--- src/rtl/fifo_rd_packer.sv ---
// fifo_rd_packer: pops bytes from the async FIFO read port and packs
// PACK_RATIO of them into one word on a valid/ready stream. A flush request
// drains a partial word with a lane keep mask and out_last set.
//
// Ports:
//   rd_clk, rd_rst_n   read-domain clock, async active-low reset
//   fifo_empty         FIFO empty flag
//   fifo_rd_en         FIFO pop request (combinational)
//   fifo_rd_data       FIFO data, valid the cycle after a pop
//   flush              level request to emit the current partial word
//   out_data/out_keep/out_last/out_valid/out_ready  packed word stream
//   busy               bytes in flight, in the accumulator or in the output
//   byte_cnt           wrapping count of bytes popped since reset
module fifo_rd_packer #(
   parameter int unsigned DATA_WIDTH = 8,
   parameter int unsigned PACK_RATIO = 4,
   parameter int unsigned CNT_WIDTH  = 16
) (
   input  logic                             rd_clk,
   input  logic                             rd_rst_n,
   input  logic                             fifo_empty,
   output logic                             fifo_rd_en,
   input  logic [DATA_WIDTH-1:0]            fifo_rd_data,
   input  logic                             flush,
   output logic [DATA_WIDTH*PACK_RATIO-1:0] out_data,
   output logic [PACK_RATIO-1:0]            out_keep,
   output logic                             out_last,
   output logic                             out_valid,
   input  logic                             out_ready,
   output logic                             busy,
   output logic [CNT_WIDTH-1:0]             byte_cnt
);

   localparam int unsigned LANE_W = $clog2(PACK_RATIO);
   localparam int unsigned FILL_W = LANE_W + 1;
   localparam int unsigned OCC_W  = FILL_W + 1;
   localparam int unsigned WORD_W = DATA_WIDTH * PACK_RATIO;

   typedef enum logic [1:0] {
      IDLE          = 2'd0,
      WAIT_INFLIGHT = 2'd1,
      EMIT          = 2'd2
   } state_t;

   state_t                state_q, state_d;
   logic [FILL_W-1:0]     fill_q, fill_d, fill_eff;
   logic [OCC_W-1:0]      occ_next;
   logic                  inflight_q;
   logic [WORD_W-1:0]     acc_q, acc_d;
   logic [WORD_W-1:0]     out_data_d;
   logic [PACK_RATIO-1:0] out_keep_d;
   logic                  out_last_d, out_valid_d;
   logic                  out_free, xfer;

   // Next-state, pop request, capture and output-load decisions
   always_comb begin
      state_d     = state_q;
      fill_d      = fill_q;
      acc_d       = acc_q;
      out_data_d  = out_data;
      out_keep_d  = out_keep;
      out_last_d  = out_last;
      out_valid_d = out_valid;

      out_free = !out_valid || out_ready;
      xfer     = (state_q == IDLE) && (fill_q == FILL_W'(PACK_RATIO)) && out_free;
      // Lanes occupied once this cycle's full-word transfer (if any) is done
      fill_eff = xfer ? '0 : fill_q;
      occ_next = OCC_W'(fill_eff) + OCC_W'(inflight_q);

      // A pop that would land on a full accumulator is still safe when the
      // output register is guaranteed free next cycle: that cycle transfers
      // the full word and captures the new byte into lane 0 (zero bubble).
      fifo_rd_en = !fifo_empty && (state_q == IDLE) &&
                   ((occ_next < OCC_W'(PACK_RATIO)) ||
                    ((occ_next == OCC_W'(PACK_RATIO)) && !flush && out_free));

      if (out_valid && out_ready) out_valid_d = 1'b0;

      if (xfer) begin
         out_data_d  = acc_q;
         out_keep_d  = '1;
         out_last_d  = 1'b0;
         out_valid_d = 1'b1;
      end

      if (inflight_q)
         acc_d[int'(fill_eff[LANE_W-1:0])*DATA_WIDTH +: DATA_WIDTH] = fifo_rd_data;
      fill_d = fill_eff + FILL_W'(inflight_q);

      case (state_q)
         IDLE: begin
            if (flush && ((fill_eff != '0) || inflight_q)) state_d = WAIT_INFLIGHT;
         end
         WAIT_INFLIGHT: begin
            if (!inflight_q) state_d = EMIT;
         end
         EMIT: begin
            if (out_free) begin
               out_data_d = '0;
               out_keep_d = '0;
               for (int unsigned i = 0; i < PACK_RATIO; i++) begin
                  if (FILL_W'(i) < fill_q) begin
                     out_keep_d[i] = 1'b1;
                     out_data_d[i*DATA_WIDTH +: DATA_WIDTH] = acc_q[i*DATA_WIDTH +: DATA_WIDTH];
                  end
               end
               out_last_d  = 1'b1;
               out_valid_d = 1'b1;
               fill_d      = '0;
               state_d     = IDLE;
            end
         end
         default: state_d = IDLE;
      endcase
   end

   // State and datapath registers
   always_ff @(posedge rd_clk or negedge rd_rst_n) begin
      if (!rd_rst_n) begin
         state_q    <= IDLE;
         fill_q     <= '0;
         inflight_q <= 1'b0;
         acc_q      <= '0;
         out_data   <= '0;
         out_keep   <= '0;
         out_last   <= 1'b0;
         out_valid  <= 1'b0;
         byte_cnt   <= '0;
      end else begin
         state_q    <= state_d;
         fill_q     <= fill_d;
         inflight_q <= fifo_rd_en;
         acc_q      <= acc_d;
         out_data   <= out_data_d;
         out_keep   <= out_keep_d;
         out_last   <= out_last_d;
         out_valid  <= out_valid_d;
         if (fifo_rd_en) byte_cnt <= byte_cnt + CNT_WIDTH'(1);
      end
   end

   assign busy = inflight_q | (fill_q != '0) | out_valid | (state_q != IDLE);

endmodule

--- config.mk ---
export PLATFORM = sky130hd
export DESIGN_NAME = fifo_rd_packer
export DESIGN_NICKNAME = d
export VERILOG_FILES = /design/src/rtl/fifo_rd_packer.sv
export SDC_FILE = /design/constraint.sdc
export NUM_CORES = 1
export LEC_CHECK = 0
export CORE_ASPECT_RATIO = 0.75
export CORE_MARGIN = 3
export CORE_UTILIZATION = 56
export CTS_CLUSTER_SIZE = 10
export DETAILED_ROUTE_END_ITERATION = 16
export GPL_TIMING_DRIVEN = 0
export PLACE_DENSITY = 0.84
export SYNTH_ARGS = -nofsm -noshare
export SYNTH_HDL_FRONTEND = slang
export SYNTH_SLANG_ARGS = --single-unit
--- constraint.sdc ---
create_clock -name rd_clk -period 4.1 [get_ports rd_clk]
set_clock_uncertainty 0.1 [all_clocks]
set_input_delay 0.82 -clock rd_clk [delete_from_list [all_inputs] [get_ports rd_clk]]
set_output_delay 0.82 -clock rd_clk [all_outputs]
set_load 0.1 [all_outputs]
==> results of run 1 <==
-- registers in the layout (all words and copies together), names as in the netlist --
name and count:
out_valid 1, out_data 32, out_keep 4, acc_q 32
state_q 2, fill_q 3, byte_cnt 16, inflight_q 1
out_last 1
-- metal layers --
metal | global-route usage (%) | vias up | share of wire [%]
met3 | 6.93 | 9 | 5.9
met5 | 0 | - | 0
met4 | 5.64 | 0 | 0.93
met1 | 37.0 | 1484 | 47
li1 | - | 1278 | -
met2 | 36.3 | 84 | 46
-- placed cells by master, fill, tap and decap left out, types with 3 or more instances in the layout --
cell / instances
sky130_fd_sc_hd__nor4b_2: 3
sky130_fd_sc_hd__o21ai_0: 4
sky130_fd_sc_hd__and3_1: 4
sky130_fd_sc_hd__a21o_1: 3
sky130_fd_sc_hd__clkbuf_8: 9
sky130_fd_sc_hd__clkdlybuf4s50_1: 66
sky130_fd_sc_hd__nor3_1: 4
sky130_fd_sc_hd__nand2b_1: 3
sky130_fd_sc_hd__buf_6: 3
sky130_fd_sc_hd__ha_1: 8
sky130_fd_sc_hd__o211ai_2: 4
sky130_fd_sc_hd__clkbuf_1: 10
sky130_fd_sc_hd__xnor2_1: 13
sky130_fd_sc_hd__nand2_1: 12
sky130_fd_sc_hd__nor4_1: 3
sky130_fd_sc_hd__nand3_1: 4
sky130_fd_sc_hd__xor2_1: 3
sky130_fd_sc_hd__o21ai_1: 4
sky130_fd_sc_hd__a21oi_1: 5
sky130_fd_sc_hd__inv_1: 5
sky130_fd_sc_hd__a22o_1: 64
sky130_fd_sc_hd__and2_1: 3
sky130_fd_sc_hd__nor2_1: 5
sky130_fd_sc_hd__dfrtp_1: 92
-- final cells by class --
type                            instances  area (um2)
Tap cell                               81         101
Buffer                                 16        85.1
Clock buffer                            9         124
Inverter                                5        18.8
Clock inverter                          7        82.6
Fill cell                             436        1610
Sequential cell                        92        2300
Timing Repair Buffer                   69         707
Multi-Input combinational cell        180        1470
-- cell families after synthesis --
family	Yosys count	share of synthesized area, %
xor+xnor	16	3.61
flops	92	59.3
fa+ha+maj	8	2.58
compound gates	101	22.7
simple gates	54	8.84
mux	1	0.290
buf+inv	21	2.68
-- cell usage after synthesis, types with 3 or more instances --
master	n	area, um2
sky130_fd_sc_hd__nand3_1	4	20.0
sky130_fd_sc_hd__ha_1	8	100
sky130_fd_sc_hd__nor4b_2	3	45.0
sky130_fd_sc_hd__o211ai_2	4	50.1
sky130_fd_sc_hd__dfrtp_1	92	2300
sky130_fd_sc_hd__nand2_1	12	45.0
sky130_fd_sc_hd__clkbuf_1	10	37.5
sky130_fd_sc_hd__nor3_1	4	20.0
sky130_fd_sc_hd__o21ai_1	4	20.0
sky130_fd_sc_hd__nor4_1	3	18.8
sky130_fd_sc_hd__buf_6	3	33.8
sky130_fd_sc_hd__o21ai_0	4	20.0
sky130_fd_sc_hd__a21o_1	3	22.5
sky130_fd_sc_hd__nor2_1	5	18.8
sky130_fd_sc_hd__and3_1	4	25.0
sky130_fd_sc_hd__and2_1	3	18.8
sky130_fd_sc_hd__inv_1	5	18.8
sky130_fd_sc_hd__nand2b_1	3	18.8
sky130_fd_sc_hd__xnor2_1	13	114
sky130_fd_sc_hd__a21oi_1	5	25.0
sky130_fd_sc_hd__xor2_1	3	26.3
sky130_fd_sc_hd__a22o_1	64	561
-- through the flow --
step                cell area, um2  setup TNS [ns]  setup slack [ns]  hold slack, ns  cells
floorplan                     3880               0             0.929           0.366    293
global placement              4660          -97.76             -1.07           0.361    442
detailed placement            4690          -0.208            -0.208           0.366    443
CTS                           4890               0             0.249           0.212    459
global route                  4890               0            0.0964           0.216    459
finish                        4890               0             0.248           0.214    459
-- what timing repair did --
item                       CTS  global route
resized for setup            3             0
setup endpoints to repair    1             0
hold buffers                 0             0
buffers inserted             0             0
-- worst max-delay path by stage --
| stage | from | endpoint | depth (start not counted) |
|---|---|---|---|
| finish | fill_q[0] | fifo_rd_en | 9 |
| CTS | fill_q[1] | busy | 4 |
| floorplan | fifo_empty | fifo_rd_en | 5 |
| global placement | rd_rst_n | out_keep[3] | 1 |
| detailed placement | fifo_empty | fifo_rd_en | 7 |
| global route | fill_q[0] | fifo_rd_en | 9 |
==> run_summary.xml, run 1 <==
<?xml version="1.0" encoding="UTF-8"?>
<metrics>
  <group name="global_routing">
    <metric name="via_count_of_the_first_global_routing_pass" unit="">2840</metric>
    <metric name="total_global_route_track_usage" unit="%">24.8</metric>
    <metric name="grt_max_degree" unit="">76</metric>
    <metric name="antenna_violations_before_repair" unit="">0</metric>
    <metric name="grt.overflow.total" unit="">0</metric>
    <metric name="first_pass_grt_wire_length" unit="um">15100</metric>
  </group>
  <group name="drt">
    <metric name="total_detailed_routing_wirelength" unit="um">9160</metric>
    <metric name="residual_drc_count" unit="">0</metric>
    <metric name="vias_per_cell" unit="">6.22</metric>
    <metric name="vias" unit="">2855</metric>
    <metric name="drt_iter0_markers" unit="">153</metric>
    <metric name="wire_length_per_cell" unit="um">19.9</metric>
    <metric name="drt_pass1_iterations" unit="">4</metric>
    <metric name="antenna_violating_nets_post_route" unit="">0</metric>
  </group>
  <group name="floorplan">
    <metric name="fp.dieArea" unit="mm2">0.00797</metric>
    <metric name="dieHeight" unit="um">78.1</metric>
    <metric name="initial_core_util" unit="%">59.6</metric>
    <metric name="placeableCoreArea" unit="mm2">0.00651</metric>
    <metric name="top_level_ports" unit="">69</metric>
    <metric name="floorplan.rows" unit="">25</metric>
    <metric name="chipWidth" unit="um">102</metric>
  </group>
  <group name="worst_setup_path">
    <metric name="crit_required" unit="ns">3.18</metric>
    <metric name="crit_path_cell_trace" unit="">buf_2 &gt; clkbuf_1 &gt; ha_1 &gt; ha_1 &gt; nor3_1 &gt; a32o_2 &gt; o21ai_2 &gt; inv_1 &gt; clkdlybuf4s15_2</metric>
    <metric name="crit_path_max_incr_delay" unit="ns">0.55</metric>
    <metric name="critical_path.max_fanout" unit="">8</metric>
    <metric name="critical_path.top_delay_family" unit="">buffers and inverters</metric>
    <metric name="regToRegStartpoint" unit="">fill_q[1]</metric>
    <metric name="setup.reg_to_reg.worst_slack" unit="ns">1.42</metric>
    <metric name="worst_path_arrival_time" unit="ns">2.93</metric>
    <metric name="rr_worst_depth" unit="">6</metric>
    <metric name="path_common_cell" unit="">sky130_fd_sc_hd__ha_1</metric>
    <metric name="worst-path-buf-inv" unit="">4</metric>
    <metric name="path_class" unit="">reg2out</metric>
    <metric name="timing.critical_path.to_type" unit="">output port</metric>
    <metric name="worst_setup_path_start_kind" unit="">register</metric>
    <metric name="reg2reg_capture_point" unit="">acc_q[31]</metric>
    <metric name="worst_path_max_delay_cell" unit="">sky130_fd_sc_hd__clkdlybuf4s15_2</metric>
  </group>
  <group name="synth">
    <metric name="postSynth.topFlopCell" unit="">sky130_fd_sc_hd__dfrtp_1</metric>
    <metric name="async_flop_share" unit="%">100</metric>
    <metric name="synthesis.yosys.warnings" unit="">0</metric>
    <metric name="syn_inst" unit="">293</metric>
    <metric name="synth_edf_count" unit="">0</metric>
    <metric name="synth.distinct_cells" unit="">48</metric>
    <metric name="postSynthNetCount" unit="">314</metric>
    <metric name="synth.avg_cell_area" unit="um2">13.2</metric>
    <metric name="syn_area" unit="mm2">0.00388</metric>
    <metric name="yosysSeqAreaShare" unit="%">59.3</metric>
    <metric name="synth-seq-cells" unit="">92</metric>
  </group>
  <group name="final_layout">
    <metric name="final_core_utilization" unit="%">75.2</metric>
    <metric name="post_route_cells_drive_above_1_share" unit="%">10.8</metric>
    <metric name="insertedDiodeCount" unit="">0</metric>
    <metric name="fin_nets" unit="">394</metric>
    <metric name="layout-area-overhead-vs-synth" unit="%">26.2</metric>
  </group>
  <group name="sta">
    <metric name="max-slew-margin-rel" unit="%">18.5</metric>
    <metric name="achievable-frequency" unit="MHz">260</metric>
    <metric name="rsz0062_at_grt" unit="">no</metric>
    <metric name="timing.final.setup_violations" unit="">0</metric>
    <metric name="tightestPinTransition" unit="ns">1.21</metric>
    <metric name="finalMaxSlewViolations" unit="">0</metric>
    <metric name="hold_viol" unit="">0</metric>
    <metric name="post-route-period-util" unit="%">94.0</metric>
    <metric name="min_period" unit="ns">3.85</metric>
  </group>
  <group name="placement">
    <metric name="routabilityCongestion" unit="">0.854</metric>
    <metric name="dp_hpwl" unit="um">6470</metric>
    <metric name="io_buffers" unit="">68</metric>
  </group>
  <group name="cts">
    <metric name="cts-root-to-sink-buffers" unit="">2</metric>
    <metric name="total_cts_buffers" unit="">9</metric>
    <metric name="tritoncts" unit="">done</metric>
    <metric name="number_of_clock_sinks_seen_by_cts" unit="">92</metric>
    <metric name="ctsHtreeMaxLevel" unit="">3</metric>
    <metric name="cts_root_buffer" unit="">sky130_fd_sc_hd__clkbuf_8</metric>
    <metric name="worstSkewPairLatency" unit="ns">0.36</metric>
    <metric name="cts.clk_slew.worst_paths" unit="ns">0.10</metric>
  </group>
  <group name="run_status">
    <metric name="run_status" unit="">completed</metric>
  </group>
  <group name="min_path">
    <metric name="hp-class" unit="">in2async</metric>
  </group>
  <group name="run">
    <metric name="max_cap_viol_count" unit="">0</metric>
  </group>
</metrics>
Power of run 1 is not shown: default switching activity piles up to over one toggle a cycle in this logic, so the estimate is an artifact.
==> run 2: changes to the inputs <==
Settings changed: TNS_END_PERCENT from default to 10.
==> results of run 2 <==
No change in the layout: final DEF, timing and power equal those of run 1.
Power of run 2 is left out for the same reason.
==> run 3: changes to the inputs <==
Settings changed: CORE_MARGIN 3 to 1.
==> run 3 against run 2 <==
Compared with the run above:
- the run now ends with DRC left
- cell count is the same
- clock-buffer cell count is the same
- critical path depth is 5 lower
==> run_summary.xml, run 3 (synthesis results as in run 1) <==
<?xml version="1.0" encoding="UTF-8"?>
<metrics>
  <group name="run_status">
    <metric name="run_status" unit="">finished with violations</metric>
    <metric name="failed_checks" unit="">DRC</metric>
  </group>
  <group name="drt">
    <metric name="vias_per_cell" unit="">6.26</metric>
    <metric name="wire_length_per_cell" unit="um">19.2</metric>
    <metric name="drt_iter0_markers" unit="">131</metric>
    <metric name="vias" unit="">2872</metric>
    <metric name="antenna_violating_nets_post_route" unit="">0</metric>
    <metric name="residual_drc_count" unit="">4</metric>
    <metric name="drt_pass1_iterations" unit="">10</metric>
    <metric name="total_detailed_routing_wirelength" unit="um">8790</metric>
  </group>
  <group name="sta">
    <metric name="finalMaxSlewViolations" unit="">0</metric>
    <metric name="rsz0062_at_grt" unit="">no</metric>
    <metric name="min_period" unit="ns">3.84</metric>
    <metric name="fin_setup_tns" unit="ns">0</metric>
    <metric name="tightestPinTransition" unit="ns">1.27</metric>
    <metric name="post-route-period-util" unit="%">93.6</metric>
    <metric name="hold_viol" unit="">0</metric>
    <metric name="timing.final.setup_violations" unit="">0</metric>
    <metric name="achievable-frequency" unit="MHz">261</metric>
    <metric name="max-slew-margin-rel" unit="%">14.2</metric>
  </group>
  <group name="cts">
    <metric name="cts.clk_slew.worst_paths" unit="ns">0.10</metric>
    <metric name="total_cts_buffers" unit="">9</metric>
    <metric name="worstSkewPairLatency" unit="ns">0.36</metric>
    <metric name="number_of_clock_sinks_seen_by_cts" unit="">92</metric>
    <metric name="cts-root-to-sink-buffers" unit="">2</metric>
    <metric name="cts_root_buffer" unit="">sky130_fd_sc_hd__clkbuf_8</metric>
    <metric name="tritoncts" unit="">done</metric>
    <metric name="post_cts_hold_buffer_count" unit="">0</metric>
    <metric name="ctsHtreeMaxLevel" unit="">3</metric>
  </group>
  <group name="floorplan">
    <metric name="fp.dieArea" unit="mm2">0.00727</metric>
    <metric name="placeableCoreArea" unit="mm2">0.00651</metric>
    <metric name="chipWidth" unit="um">98.1</metric>
    <metric name="dieHeight" unit="um">74.1</metric>
    <metric name="initial_core_util" unit="%">59.6</metric>
    <metric name="floorplan.rows" unit="">25</metric>
    <metric name="top_level_ports" unit="">69</metric>
  </group>
  <group name="final_layout">
    <metric name="fin_nets" unit="">394</metric>
    <metric name="layout.cells.most_common" unit="">sky130_fd_sc_hd__dfrtp_1</metric>
    <metric name="layout-area-overhead-vs-synth" unit="%">25.3</metric>
    <metric name="insertedDiodeCount" unit="">0</metric>
    <metric name="leading_registers_by_flop_count" unit="">acc_q: 32 flops, out_data: 32 flops, byte_cnt: 16 flops</metric>
    <metric name="most_frequent_cells_in_the_layout" unit="">sky130_fd_sc_hd__dfrtp_1, sky130_fd_sc_hd__clkdlybuf4s50_1, sky130_fd_sc_hd__a22o_1</metric>
    <metric name="post_route_cells_drive_above_1_share" unit="%">10.8</metric>
  </group>
  <group name="worst_setup_path">
    <metric name="worst_setup_path_start_kind" unit="">register</metric>
    <metric name="timing.critical_path.to_type" unit="">output port</metric>
    <metric name="crit_path_cell_trace" unit="">clkbuf_1 &gt; or4_4 &gt; or4_1 &gt; clkdlybuf4s50_1</metric>
    <metric name="path_class" unit="">reg2out</metric>
    <metric name="worst_path_arrival_time" unit="ns">2.92</metric>
    <metric name="critical_path.max_fanout" unit="">9</metric>
    <metric name="crit_required" unit="ns">3.18</metric>
    <metric name="crit_path_max_incr_delay" unit="ns">0.98</metric>
    <metric name="worst_path_max_delay_cell" unit="">sky130_fd_sc_hd__clkdlybuf4s50_1</metric>
  </group>
  <group name="placement">
    <metric name="io_buffers" unit="">68</metric>
    <metric name="dp_hpwl" unit="um">6230</metric>
    <metric name="routabilityCongestion" unit="">0.844</metric>
  </group>
  <group name="global_routing">
    <metric name="grt.overflow.total" unit="">0</metric>
    <metric name="antenna_violations_before_repair" unit="">0</metric>
    <metric name="grt_max_degree" unit="">75</metric>
    <metric name="first_pass_grt_wire_length" unit="um">14200</metric>
    <metric name="via_count_of_the_first_global_routing_pass" unit="">2704</metric>
    <metric name="total_global_route_track_usage" unit="%">26.1</metric>
  </group>
  <group name="run">
    <metric name="max_cap_viol_count" unit="">0</metric>
  </group>
  <group name="min_path">
    <metric name="hp-class" unit="">in2async</metric>
  </group>
</metrics>
[run 3: repair_timing]
item	in CTS	in global routing
endpoints found under the setup margin	1	1
pin swaps	0	0
buffers inserted	0	0
resized for setup	1	2
[run 3: final cells by class]
class | instances | area, um2
multi-input combinational | 180 | 1470
buffer | 16 | 85.1
inverter | 5 | 18.8
timing repair buffer | 69 | 701
fill | 465 | 1640
clock buffer | 9 | 124
clock inverter | 7 | 57.6
sequential | 92 | 2300
tap | 81 | 101
[run 3: final timing paths]
kind,start,endpoint,slack (ns),cells past startpoint
worst min-delay path,rd_rst_n,out_data[16],0.22,1
worst min register to register,out_keep[0],out_keep[0],0.39,1
worst max-delay path,fill_q[1],busy,0.26,4
worst max register to register,fill_q[1],acc_q[31],1.42,6
max in group asynchronous,rd_rst_n,out_keep[1],3.06,2
min in group rd_clk,out_keep[0],out_keep[0],0.39,1
[run 3: metal layers]
| layer | vias to the layer above | share of wire [%] | global-route usage, % |
|---|---|---|---|
| li1 | 1284 | - | - |
| met1 | 1471 | 47 | 38.8 |
| met2 | 109 | 45 | 38.0 |
| met3 | 8 | 6.9 | 7.14 |
| met4 | 0 | 0.86 | 7.58 |
| met5 | - | 0 | 0 |
[run 3: stage by stage]
| stage | hold WS [ns] | util [%] | instance area [um2] | cells | setup slack (ns) |
|---|---|---|---|---|---|
| CTS | 0.216 | 74.8 | 4870 | 459 | 0.0153 |
| detailed placement | 0.365 | 72.0 | 4690 | 443 | -0.219 |
| global placement | 0.359 | 71.7 | 4660 | 442 | -1.07 |
| finish | 0.218 | 74.8 | 4860 | 459 | 0.262 |
| floorplan | 0.366 | - | 3880 | 293 | 0.929 |
| global route | 0.208 | 74.8 | 4860 | 459 | 0.160 |
[run 3: critical path: cells and delay by family (launching register included)]
family        cells  cell delay (ns)
flops             1             0.37
simple gates      2             1.01
buf+inv           2             1.19
Power of run 3 is left out for the same reason.
